## config.mk

```make
export PLATFORM = sky130hd
export DESIGN_NAME = instr_encoder
export DESIGN_NICKNAME = d
export VERILOG_FILES = /design/src/rtl/instr_pkg.sv /design/src/rtl/instr_pack.sv /design/src/rtl/instr_encoder.sv
export SDC_FILE = /design/constraint.sdc
export NUM_CORES = 1
export LEC_CHECK = 0
export ABC_AREA = 1
export CORE_AREA = 2 2 78 80
export DETAILED_ROUTE_END_ITERATION = 16
export DIE_AREA = 0 0 80 82
export PLACE_DENSITY_LB_ADDON = 0.05
export SLEW_MARGIN = 40
export SYNTH_ARGS = -nofsm -noshare
export SYNTH_HDL_FRONTEND = slang
export SYNTH_SLANG_ARGS = --single-unit
```

## constraint.sdc

```tcl
create_clock -name clk_i -period 3.69 [get_ports clk_i]
set_input_delay 0.738 -clock clk_i [delete_from_list [all_inputs] [get_ports clk_i]]
set_output_delay 0.738 -clock clk_i [all_outputs]
set_load 0.01 [all_outputs]
```

## src/rtl/instr_pkg.sv

```systemverilog
// Shared instruction-set constants for the encoder and the ID-stage control decoder:
// opcodes, the request type codes, the NOP word and the encoder FSM states.
package instr_pkg;

    localparam logic [6:0] OP_R      = 7'b0110011;
    localparam logic [6:0] OP_I      = 7'b0010011;
    localparam logic [6:0] OP_LOAD   = 7'b0000011;
    localparam logic [6:0] OP_STORE  = 7'b0100011;
    localparam logic [6:0] OP_BRANCH = 7'b1100011;

    // All-zero opcode: the ID-stage control treats this word as a no-op.
    localparam logic [31:0] NOP_WORD = 32'h0000_0000;

    // Request type codes as presented on type_i.
    typedef enum logic [2:0] {
        TYPE_R      = 3'd0,
        TYPE_I      = 3'd1,
        TYPE_LOAD   = 3'd2,
        TYPE_STORE  = 3'd3,
        TYPE_BRANCH = 3'd4,
        TYPE_NOP    = 3'd5,
        TYPE_ILL6   = 3'd6,
        TYPE_ILL7   = 3'd7
    } instr_type_e;

    // Encoder control states.
    typedef enum logic [1:0] {
        ST_IDLE  = 2'd0,
        ST_WRITE = 2'd1,
        ST_FULL  = 2'd2
    } enc_state_e;

    // One pending instruction-memory write.
    typedef struct packed {
        logic [31:0] addr;
        logic [31:0] data;
    } mem_wr_t;

endpackage

```

## src/rtl/instr_pack.sv

```systemverilog
// Combinational field packer: request type, funct, register indices and immediate
// in, 32-bit instruction word and illegal flag out.
// Build option ENC_IMM_CHECK_EN: a Branch with an odd byte offset (imm[0]=1) is
// flagged illegal; without it imm[0] is simply dropped for Branch.
module instr_pack
    import instr_pkg::*;
(
    input  logic [2:0]  i_type,
    input  logic [3:0]  i_funct,
    input  logic [4:0]  i_rd,
    input  logic [4:0]  i_rs1,
    input  logic [4:0]  i_rs2,
    input  logic [12:0] i_imm,
    output logic [31:0] o_word,
    output logic        o_illegal
);

    instr_type_e w_type;
    logic [2:0]  w_f3;

    assign w_type = instr_type_e'(i_type);
    assign w_f3   = i_funct[2:0];

    // Select the field layout for the request type; unknown types flag illegal.
    always_comb begin
        // NOTE: every output gets a default before the case so no path leaves it
        // unassigned, which would otherwise infer a latch.
        o_word    = NOP_WORD;
        o_illegal = 1'b0;
        case (w_type)
            TYPE_R:
                o_word = {1'b0, i_funct[3], 5'b0, i_rs2, i_rs1, w_f3, i_rd, OP_R};
            TYPE_I:
                o_word = {i_imm[11:0], i_rs1, w_f3, i_rd, OP_I};
            TYPE_LOAD:
                o_word = {i_imm[11:0], i_rs1, w_f3, i_rd, OP_LOAD};
            TYPE_STORE:
                o_word = {i_imm[11:5], i_rs2, i_rs1, w_f3, i_imm[4:0], OP_STORE};
            TYPE_BRANCH: begin
`ifdef ENC_IMM_CHECK_EN
                if (i_imm[0]) begin
                    o_illegal = 1'b1;
                end else begin
                    o_word = {i_imm[12], i_imm[10:5], i_rs2, i_rs1, w_f3,
                              i_imm[4:1], i_imm[11], OP_BRANCH};
                end
`else
                o_word = {i_imm[12], i_imm[10:5], i_rs2, i_rs1, w_f3,
                          i_imm[4:1], i_imm[11], OP_BRANCH};
`endif
            end
            TYPE_NOP:
                o_word = NOP_WORD;
            default:
                o_illegal = 1'b1;
        endcase
    end

endmodule

```

## src/rtl/instr_encoder.sv

```systemverilog
// Instruction encoder: accepts one request at a time, packs it into a 32-bit word
// and writes it to consecutive instruction-memory words starting at BASE_ADDR,
// stopping when DEPTH words are written until clear_i restarts the pointer.
// Build option ENC_IMM_CHECK_EN (handled in instr_pack) rejects odd Branch offsets.
module instr_encoder
    import instr_pkg::*;
#(
    parameter int          DEPTH     = 256,
    parameter logic [31:0] BASE_ADDR = 32'h0
) (
    input  logic                     clk_i,
    input  logic                     rst_i,
    input  logic                     valid_i,
    output logic                     ready_o,
    input  logic [2:0]               type_i,
    input  logic [3:0]               funct_i,
    input  logic [4:0]               rd_i,
    input  logic [4:0]               rs1_i,
    input  logic [4:0]               rs2_i,
    input  logic [12:0]              imm_i,
    input  logic                     clear_i,
    output logic                     mem_we_o,
    output logic [31:0]              mem_addr_o,
    output logic [31:0]              mem_data_o,
    output logic [$clog2(DEPTH):0]   count_o,
    output logic                     full_o,
    output logic                     err_o
);

    localparam int            CW      = $clog2(DEPTH) + 1;
    localparam logic [CW-1:0] DEPTH_C = CW'(DEPTH);

    enc_state_e    r_state;
    enc_state_e    w_state_nxt;
    logic [CW-1:0] r_count;
    logic [CW-1:0] w_count_inc;
    mem_wr_t       r_wr;
    logic          r_err;
    logic [31:0]   w_word;
    logic [31:0]   w_addr;
    logic          w_illegal;
    logic          w_accept;

    instr_pack u_pack (
        .i_type    (type_i),
        .i_funct   (funct_i),
        .i_rd      (rd_i),
        .i_rs1     (rs1_i),
        .i_rs2     (rs2_i),
        .i_imm     (imm_i),
        .o_word    (w_word),
        .o_illegal (w_illegal)
    );

    assign w_count_inc = r_count + CW'(1);
    // Pre-increment word address; count is below DEPTH whenever a request is accepted.
    assign w_addr      = BASE_ADDR + (32'(r_count) << 2);

    // State register; reset aborts any write in flight.
    always_ff @(posedge clk_i or negedge rst_i) begin
        if (!rst_i) begin
            r_state <= ST_IDLE;
        end else begin
            // NOTE: sequential state uses non-blocking assignment so every register
            // samples pre-edge values regardless of block ordering.
            r_state <= w_state_nxt;
        end
    end

    // Next-state, handshake and write-enable decode; clear beats a new request.
    always_comb begin
        w_state_nxt = r_state;
        ready_o     = 1'b0;
        mem_we_o    = 1'b0;
        w_accept    = 1'b0;
        case (r_state)
            ST_IDLE: begin
                ready_o  = 1'b1;
                w_accept = valid_i && !clear_i;
                if (w_accept && !w_illegal) begin
                    w_state_nxt = ST_WRITE;
                end
            end
            ST_WRITE: begin
                mem_we_o = 1'b1;
                if (clear_i) begin
                    w_state_nxt = ST_IDLE;
                end else if (w_count_inc == DEPTH_C) begin
                    w_state_nxt = ST_FULL;
                end else begin
                    w_state_nxt = ST_IDLE;
                end
            end
            ST_FULL: begin
                if (clear_i) begin
                    w_state_nxt = ST_IDLE;
                end
            end
            default: w_state_nxt = ST_IDLE;
        endcase
    end

    // Word counter: advances as WRITE completes, restarts on clear.
    always_ff @(posedge clk_i or negedge rst_i) begin
        if (!rst_i) begin
            r_count <= '0;
        end else if (r_state == ST_WRITE) begin
            r_count <= clear_i ? '0 : w_count_inc;
        end else if (clear_i) begin
            r_count <= '0;
        end
    end

    // Capture address and encoded word at acceptance; both hold outside WRITE.
    always_ff @(posedge clk_i or negedge rst_i) begin
        if (!rst_i) begin
            // NOTE: the write-port registers are reset to known values because they
            // are visible outputs; this is a register pair, not a storage array.
            r_wr <= '{addr: BASE_ADDR, data: 32'h0};
        end else if (w_accept && !w_illegal) begin
            r_wr <= '{addr: w_addr, data: w_word};
        end
    end

    // One-cycle error pulse for an accepted illegal request.
    always_ff @(posedge clk_i or negedge rst_i) begin
        if (!rst_i) begin
            r_err <= 1'b0;
        end else begin
            r_err <= w_accept && w_illegal;
        end
    end

    assign count_o    = r_count;
    assign full_o     = (r_count == DEPTH_C);
    assign err_o      = r_err;
    assign mem_addr_o = r_wr.addr;
    assign mem_data_o = r_wr.data;

endmodule

```

After elaboration in Yosys (flattened, before gate mapping)
Index checks and enable logic that the tools add are counted.
{"block": "classes", "addsub": 1, "n_eq_ne": 11, "n_mux": 13, "reduce_logical": 10}
{"cell": "case mux 32 bit (5 select lines)", "count": 1}
{"cell": "two-way mux 9 bit", "count": 3}
{"cell": "equality test 9 bit, second input constant", "count": 2}
{"cell": "adder 9 x 1 -> 9 bit, second input constant", "count": 1}
{"cell": "two-way mux 2 bit", "count": 4}
{"cell": "equality test 3 x 2 -> 1 bit, second input constant", "count": 2}
{"cell": "equality test 3 bit, second input constant", "count": 2}
{"cell": "case mux 2 bit (3 select lines)", "count": 1}
{"cell": "OR reduction 6 bit", "count": 1}
{"cell": "logical AND 1 bit", "count": 4}
{"cell": "two-way mux 1 bit", "count": 4}
{"cell": "!= test 2 bit, second input constant", "count": 2}
{"cell": "equality test 3 x 1 -> 1 bit, second input constant", "count": 1}
{"cell": "zero test 3 bit", "count": 1}
{"cell": "equality test 2 x 1 -> 1 bit, second input constant", "count": 1}
{"cell": "equality test 2 bit, second input constant", "count": 1}
{"cell": "zero test 2 bit", "count": 1}
{"cell": "AND reduction 2 bit", "count": 1}
{"cell": "nonzero test 2 bit", "count": 1}
{"cell": "zero test 1 bit", "count": 1}
{"block": "totals", "inputBits": 39, "word_cells": 40, "regBits": 53}

Longest topological paths before layout
Gate-level depths: netlist (run 1).
{"block": "logic_depth", "word_depth": 5, "depth_mapped": 9, "mapped_depth_nobuf": 9}

Hierarchy
Synthesis (run 1) repeated with hierarchy kept, for this count alone.
{"block": "hier_totals", "hier_cells": 375, "hier_area_um2": 2807.7}
{"mod": "instr_encoder", "instances": 1, "cells_each": 284, "seq_area_each_um2": 1326.3, "area_per_inst_um2": 2407.3}
{"mod": "instr_pack", "instances": 1, "cells_each": 91, "seq_area_each_um2": 0.0, "area_per_inst_um2": 400.4}

Worst setup path before layout (run 1)
OpenSTA, ideal clock, no wires.
{"block": "synth_timing", "path_kind": "input-to-reg", "start": "input port type_i[0]", "end": "register r_wr, in the netlist mem_data_o[14]", "n_path_buf": 2, "slack_ns": 1.990, "stages": 7, "arrival_time_ns": 1.579, "setup_time_ns": 0.121, "path_cell_list": "nor2_4 > nor2_4 > nand2_2 > nand2_2 > buf_6 > buf_6 > a22o_1"}
{"block": "synth_via", "elab_chain_cells": 3, "word_cells_on_any_way": 9, "classes_between": "5 x eq/ne; 1 x mux; 3 x reduce/logical"}
{"item": "start, declared", "line": "instr_encoder.sv:15", "text": "input logic [2:0] type_i,"}
{"item": "equality test 3 x 1 -> 1 bit, or another cell as far along", "line": "instr_pack.sv:30", "text": "case (w_type)"}
{"item": "OR reduction 6 bit (no source line)"}
{"item": "logical AND 1 bit", "line": "instr_encoder.sv:120", "text": "end else if (w_accept && !w_illegal) begin"}
{"item": "end signal, assigned", "line": "instr_encoder.sv:119", "text": "r_wr <= '{addr: BASE_ADDR, data: 32'h0};"}
{"item": "end signal, assigned", "line": "instr_encoder.sv:121", "text": "r_wr <= '{addr: w_addr, data: w_word};"}
{"item": "end, declared", "line": "instr_encoder.sv:37", "text": "mem_wr_t r_wr;"}
Several ways; a longest one is shown, not always the timed one.
A chain may end at the register's enable or synchronous reset.

Worst setup path in the final report (run 1)
{"block": "layout_timing", "start": "register r_count[0] (netlist: count_o[0])", "end": "output port full_o"}
{"block": "layout_via", "elab_chain_cells": 1}
{"item": "start, declared", "line": "instr_encoder.sv:35", "text": "logic [CW-1:0] r_count;"}
{"item": "start signal, assigned", "line": "instr_encoder.sv:108", "text": "r_count <= clear_i ? '0 : w_count_inc;"}
{"item": "equality test 9 bit", "line": "instr_encoder.sv:135", "text": "assign full_o = (r_count == DEPTH_C);"}
{"item": "end, declared", "line": "instr_encoder.sv:26", "text": "output logic full_o,"}
No other way between the ends.

==> results.yml, run 1 <==
worst_setup_path:
  crit_path_max_incr_delay_ps: 550
  crit_type: "register to output port"
  endpoint_kind: "output port"
  crit_family: "buffers and inverters"
  path_buf_inv: 2
  cp-start-kind: "register"
  arrival_ps: 1820
  worst-path-max-fanout: 5
  cp_slowest_cell: "clkdlybuf4s50_1"
  required_ps: 2950
  crit_chain: "inv_1, ha_1, nand4_1, nor2_1, clkdlybuf4s50_1"
sta:
  setup_viol: 0
  rsz0062_at_grt: "false"
  finalHoldViolations: 0
  slew_headroom_pct: 58.1
  skew_ps: 8.42
  timing.fmax_mhz: 392
  drv_slew: 0
  tightestPinTransition_ps: 628
  period_share_pct: 69.2
  period_needed_ps: 2550
  fin_tns_setup_ps: 0
routing:
  top_layer: "met4"
  dr.pass1.iters: 4
  wl_met1_mm: 2.72
  met3_length_um: 432
  drc: 0
  ant_nets: 0
  routed_wl_mm: 6.05
  avgViaCountPerCell: 4.71
  drt_iter0_markers: 117
  vias: 2154
  wl_per_cell_um: 13.2
  wl_met2_mm: 2.81
clock_tree:
  clkTransAtPathRegs_ps: 100
  cts-hold-fix-buffers: 0
  root_buffer: "clkbuf_8"
  clk_latency_ps: 310
  clkSinkCount: 50
  postCtsSetupBuffers: 0
  clk_path_buf_depth: 2
  htreeDepth: 2
  cts_buffers: 5
  cts.repair.resized: 0
  cts_tree: "yes"
final_layout:
  syn_to_final_growth_pct: 36.8
  final_util_pct: 60.3
  num-nets-final: 423
  n_antenna_cell: 0
  layout-drive-gt1-share_pct: 6.02
  final_cell_mix: "clkdlybuf4s50_1, nand2_1, dfrtp_1"
  layout_commonest_cell: "clkdlybuf4s50_1"
synthesis:
  synth_area_per_cell_um2: 8.64
  synth_seq_cells: 50
  synth_cell_types: 28
  ys_warn_count: 0
  async_flop_share_pct: 100
  synth_flop_cell: "dfrtp_1"
  synth_area_um2: 2530
  synth_cells: 293
  seq_area_frac_synth_pct: 49.4
  synth_edf_count: 0
global_route:
  grt_pass1_wl_mm: 9.51
  grt_overflow_total: 0
  grt_pass1_vias: 1976
  grt_usage_pct: 18.8
  grt_max_degree: 51
  antenna_found_initial: 0
pwr:
  powerDensity_nw_per_um2: 392
  vdd_drop_max_uv: 247
  leakage_uw: 0.00161
flow_run:
  maxCapViolCount: 0
floorplanning:
  placement_rows: 28
  chipWidth_um: 80
  initial_core_util_pct: 44.1
  core_area_um2: 5750
  io_pins: 116
  fp.dieH_um: 82
  dieArea_um2: 6560
run_status:
  status: "complete, no violations"
place:
  numPortBuffers: 90
  dp_hpwl_mm: 4.42
  place.gp.congestion: 0.851
min_path:
  hold_path_class: "primary input to async pin"
==> power breakdown <==
group,internal [uW],switching [uW],leakage (uW),total [uW]
logic,178,148,0.000880,327
clock network,200,187,0.0000579,387
registers,605,37.0,0.000668,642
==> cells in the mapped netlist, types with 2 or more instances <==
library cell / n / area, um^2
xor2_1: 2 / 17.5
a22oi_1: 4 / 30.0
inv_1: 19 / 71.3
o21ai_0: 11 / 55.1
nand4_1: 3 / 18.8
nor2_4: 3 / 33.8
nand2_2: 2 / 12.5
nand3_1: 17 / 85.1
o21ai_1: 15 / 75.1
o22ai_1: 6 / 37.5
o31ai_1: 3 / 22.5
buf_6: 5 / 56.3
nor2_1: 11 / 41.3
buf_4: 27 / 203
ha_1: 3 / 37.5
nand2_1: 83 / 312
inv_2: 6 / 22.5
a22o_1: 9 / 78.8
dfrtp_1: 50 / 1250
nor3_1: 4 / 20.0
a21oi_1: 3 / 15.0
==> state kept, by name, indices dropped and copies added, names as in the netlist <==
register	count
count_o	9
err_o	1
mem_addr_o	9
mem_data_o	29
r_state	2
==> layer usage <==
metal	track usage, %	vias to the layer above
li1	-	1081
met1	24.9	980
met2	29.5	85
met3	5.16	8
met4	6.78	0
met5	0	-
==> logic make-up after synthesis <==
kind of cell	Yosys count	synth area share, %
buffers and inverters	60	14.4
AND/OR/NAND/NOR	126	21.4
flip-flops	50	49.4
XOR/XNOR	2	0.692
adder cells (fa/ha/maj)	3	1.48
other	1	0.148
AO/OA/AOI/OAI	51	12.4
==> final cells by class <==
cell class,instances,area [um^2]
multi-input combinational,207,1000
sequential,50,1250
inverter,26,97.6
timing repair buffer,91,906
clock inverter,3,40.0
clock buffer,5,68.8
tap,75,93.8
fill,525,2280
==> final timing paths <==
path                                 from              to  slack, ps  cells after the start
max                            count_o[0]          full_o       1140                      5
min                                 rst_i      count_o[6]        430                      1
max reg2reg                    r_state[1]  mem_data_o[26]       1740                      7
min reg2reg                mem_data_o[27]  mem_data_o[27]        500                      2
max in group asynchronous           rst_i  mem_data_o[20]       2830                      1
min in group clk_i         mem_data_o[27]  mem_data_o[27]        500                      2
==> per-stage QoR <==
step / cells / power [uW] / cell area (um^2) / setup WS, ps / hold slack [ps]
2_1_floorplan: 317 / 805 / 2620 / 1990 / 442
3_3_place_gp: 449 / 977 / 3350 / 991 / 465
3_5_place_dp: 449 / 979 / 3350 / 893 / 469
4_1_cts: 457 / 1370 / 3460 / 1130 / 463
5_1_grt: 457 / 1430 / 3460 / 1060 / 476
6_report: 457 / 1360 / 3460 / 1140 / 431
(Power assumes the default switching activity.)
==> run 2, diff against run 1 <==
--- a/config.mk
+++ b/config.mk
@@ -6,9 +6,9 @@
 export NUM_CORES = 1
 export LEC_CHECK = 0
 export ABC_AREA = 1
-export CORE_AREA = 2 2 78 80
+export CORE_AREA = 2 2 81 83
 export DETAILED_ROUTE_END_ITERATION = 16
-export DIE_AREA = 0 0 80 82
+export DIE_AREA = 0 0 83 85
 export PLACE_DENSITY_LB_ADDON = 0.05
 export SLEW_MARGIN = 40
 export SYNTH_ARGS = -nofsm -noshare
==> constraint.sdc (replaced) <==
create_clock -name clk_i -period 2.58 [get_ports clk_i]
set_input_delay 0.516 -clock clk_i [delete_from_list [all_inputs] [get_ports clk_i]]
set_output_delay 0.516 -clock clk_i [all_outputs]
set_load 0.01 [all_outputs]
==> run 2 against run 1 <==
Compared with the run above:
- non-clock buffer count is 3 higher
- flip-flop and latch count stayed put
- routed wire length is 1.9% lower
- setup slack worse by 890 ps
- clock skew is 4.5 ps lower
- register-to-register slack worse by 810 ps
- cell area is 0.51% higher
- clock-buffer cell count is 2 higher
- core utilization is 4.2 points lower
- cell count is 1.1% higher
- critical path type unchanged
- largest power group unchanged
- highest routed layer unchanged
==> results.yml, run 2 (synthesized netlist as in run 1, its figures left out) <==
run_status:
  status: "complete, no violations"
worst_setup_path:
  crit_chain: "inv_1, ha_1, nand4_1, nor2_1, clkdlybuf4s50_1"
  worst-path-max-fanout: 5
  cp_slowest_cell: "clkdlybuf4s50_1"
  crit_type: "register to output port"
  arrival_ps: 1820
  required_ps: 2060
  crit_path_max_incr_delay_ps: 540
  endpoint_kind: "output port"
  cp-start-kind: "register"
  crit_family: "buffers and inverters"
  path_buf_inv: 2
place:
  numPortBuffers: 90
  place.gp.congestion: 0.830
  place_inst: 454
  place_ws_ps: 257
  dp_hpwl_mm: 4.54
routing:
  met3_length_um: 360
  top_layer: "met4"
  routed_wl_mm: 5.93
  drt_iter0_markers: 98
  wl_met2_mm: 2.76
  dr.pass1.iters: 4
  wl_met1_mm: 2.75
  wl_per_cell_um: 12.8
  avgViaCountPerCell: 4.71
  ant_nets: 0
  drc: 0
  vias: 2174
global_route:
  grt_usage_pct: 17.5
  antenna_found_initial: 0
  grt_max_degree: 38
  grt_pass1_vias: 2085
  grt_overflow_total: 0
  grt_pass1_wl_mm: 10.1
clock_tree:
  clk_path_buf_depth: 2
  clkTransAtPathRegs_ps: 90
  cts.repair.resized: 0
  cts_buffers: 5
  cts-hold-fix-buffers: 0
  cts_tree: "yes"
  clk_latency_ps: 300
  htreeDepth: 2
  postCtsSetupBuffers: 0
  clkSinkCount: 50
  root_buffer: "clkbuf_8"
final_layout:
  multi_input_area_um2: 1000
  num-nets-final: 426
  layout_commonest_cell: "clkdlybuf4s50_1"
  layout-drive-gt1-share_pct: 6.49
  final_cell_mix: "clkdlybuf4s50_1, nand2_1, dfrtp_1"
  largest_register_ff_count: 29
  syn_to_final_growth_pct: 37.5
  ff_latch_area_um2: 1250
  n_fill_cell: 594
  n_antenna_cell: 0
  layout.cells.non_filler: 462
floorplanning:
  io_pins: 116
  dieArea_um2: 7060
  fp.dieH_um: 85
  placement_rows: 29
  initial_core_util_pct: 40.8
  chipWidth_um: 83
  core_area_um2: 6200
sta:
  skew_ps: 3.92
  fin_tns_setup_ps: 0
  period_share_pct: 90.6
  worst_slack_ps: 242
  drv_slew: 0
  rsz0062_at_grt: "false"
  timing.fmax_mhz: 428
  finalHoldViolations: 0
  setup_viol: 0
  slew_headroom_pct: 60.7
  period_needed_ps: 2340
  tightestPinTransition_ps: 588
pwr:
  powerDensity_nw_per_um2: 533
  leakage_uw: 0.00162
  vdd_drop_max_uv: 241
  power_uw: 1850
flow_run:
  maxCapViolCount: 0
min_path:
  hold_path_class: "primary input to async pin"
-- run 2: cell types whose count changed in the layout (fill, tap and decap cells not counted), sizes merged --
cell	change
bufinv	-1
clkinv	-1
buf	+3
clkbuf	+2
-- run 2: final cells by class --
class / count / share of cell area (%)
Sequential cell: 50 / 36.0
Tap cell: 77 / 2.77
Clock inverter: 1 / 0.144
Inverter: 26 / 2.80
Timing Repair Buffer: 94 / 27.0
Multi-Input combinational cell: 207 / 28.9
Clock buffer: 7 / 2.48
-- run 2: final timing paths --
path	end	slack, ps	cells past startpoint	startpoint
max	full_o	240	5	count_o[0]
max in group asynchronous	mem_data_o[24]	2100	2	rst_i
min reg2reg	mem_data_o[23]	490	2	mem_data_o[23]
min in group clk_i	mem_data_o[23]	490	2	mem_data_o[23]
max reg2reg	mem_data_o[29]	930	7	r_state[1]
min	count_o[6]	190	2	rst_i
-- run 2: stage by stage --
step / hold slack, ps / instance area [um^2] / util, %
finish: 193 / 3480 / 56.1
global route: 220 / 3480 / 56.1
CTS: 201 / 3480 / 56.1
detailed placement: 470 / 3390 / 54.6
global placement: 470 / 3390 / 54.6
floorplan: 220 / 2620 / -
-- run 2: per-layer routing --
layer	up-vias	GRT usage, %
li1	1090	-
met1	1002	24.5
met2	76	27.5
met3	6	3.40
met4	0	5.81
met5	-	0
-- run 2: worst register-to-register path, stage by stage (launching register included) --
cell and delay [ps]:
dfrtp_1 430, inv_2 70, nand2_1 80, nor3_1 180, nand2_2 120, nor2_2 480, nand3_1 150, nand2_1 90
-- run 2: power breakdown --
part           switching (uW)  internal [uW]
combinational             211            260
sequential               51.1            865
clock                     249            217
total                     511           1340
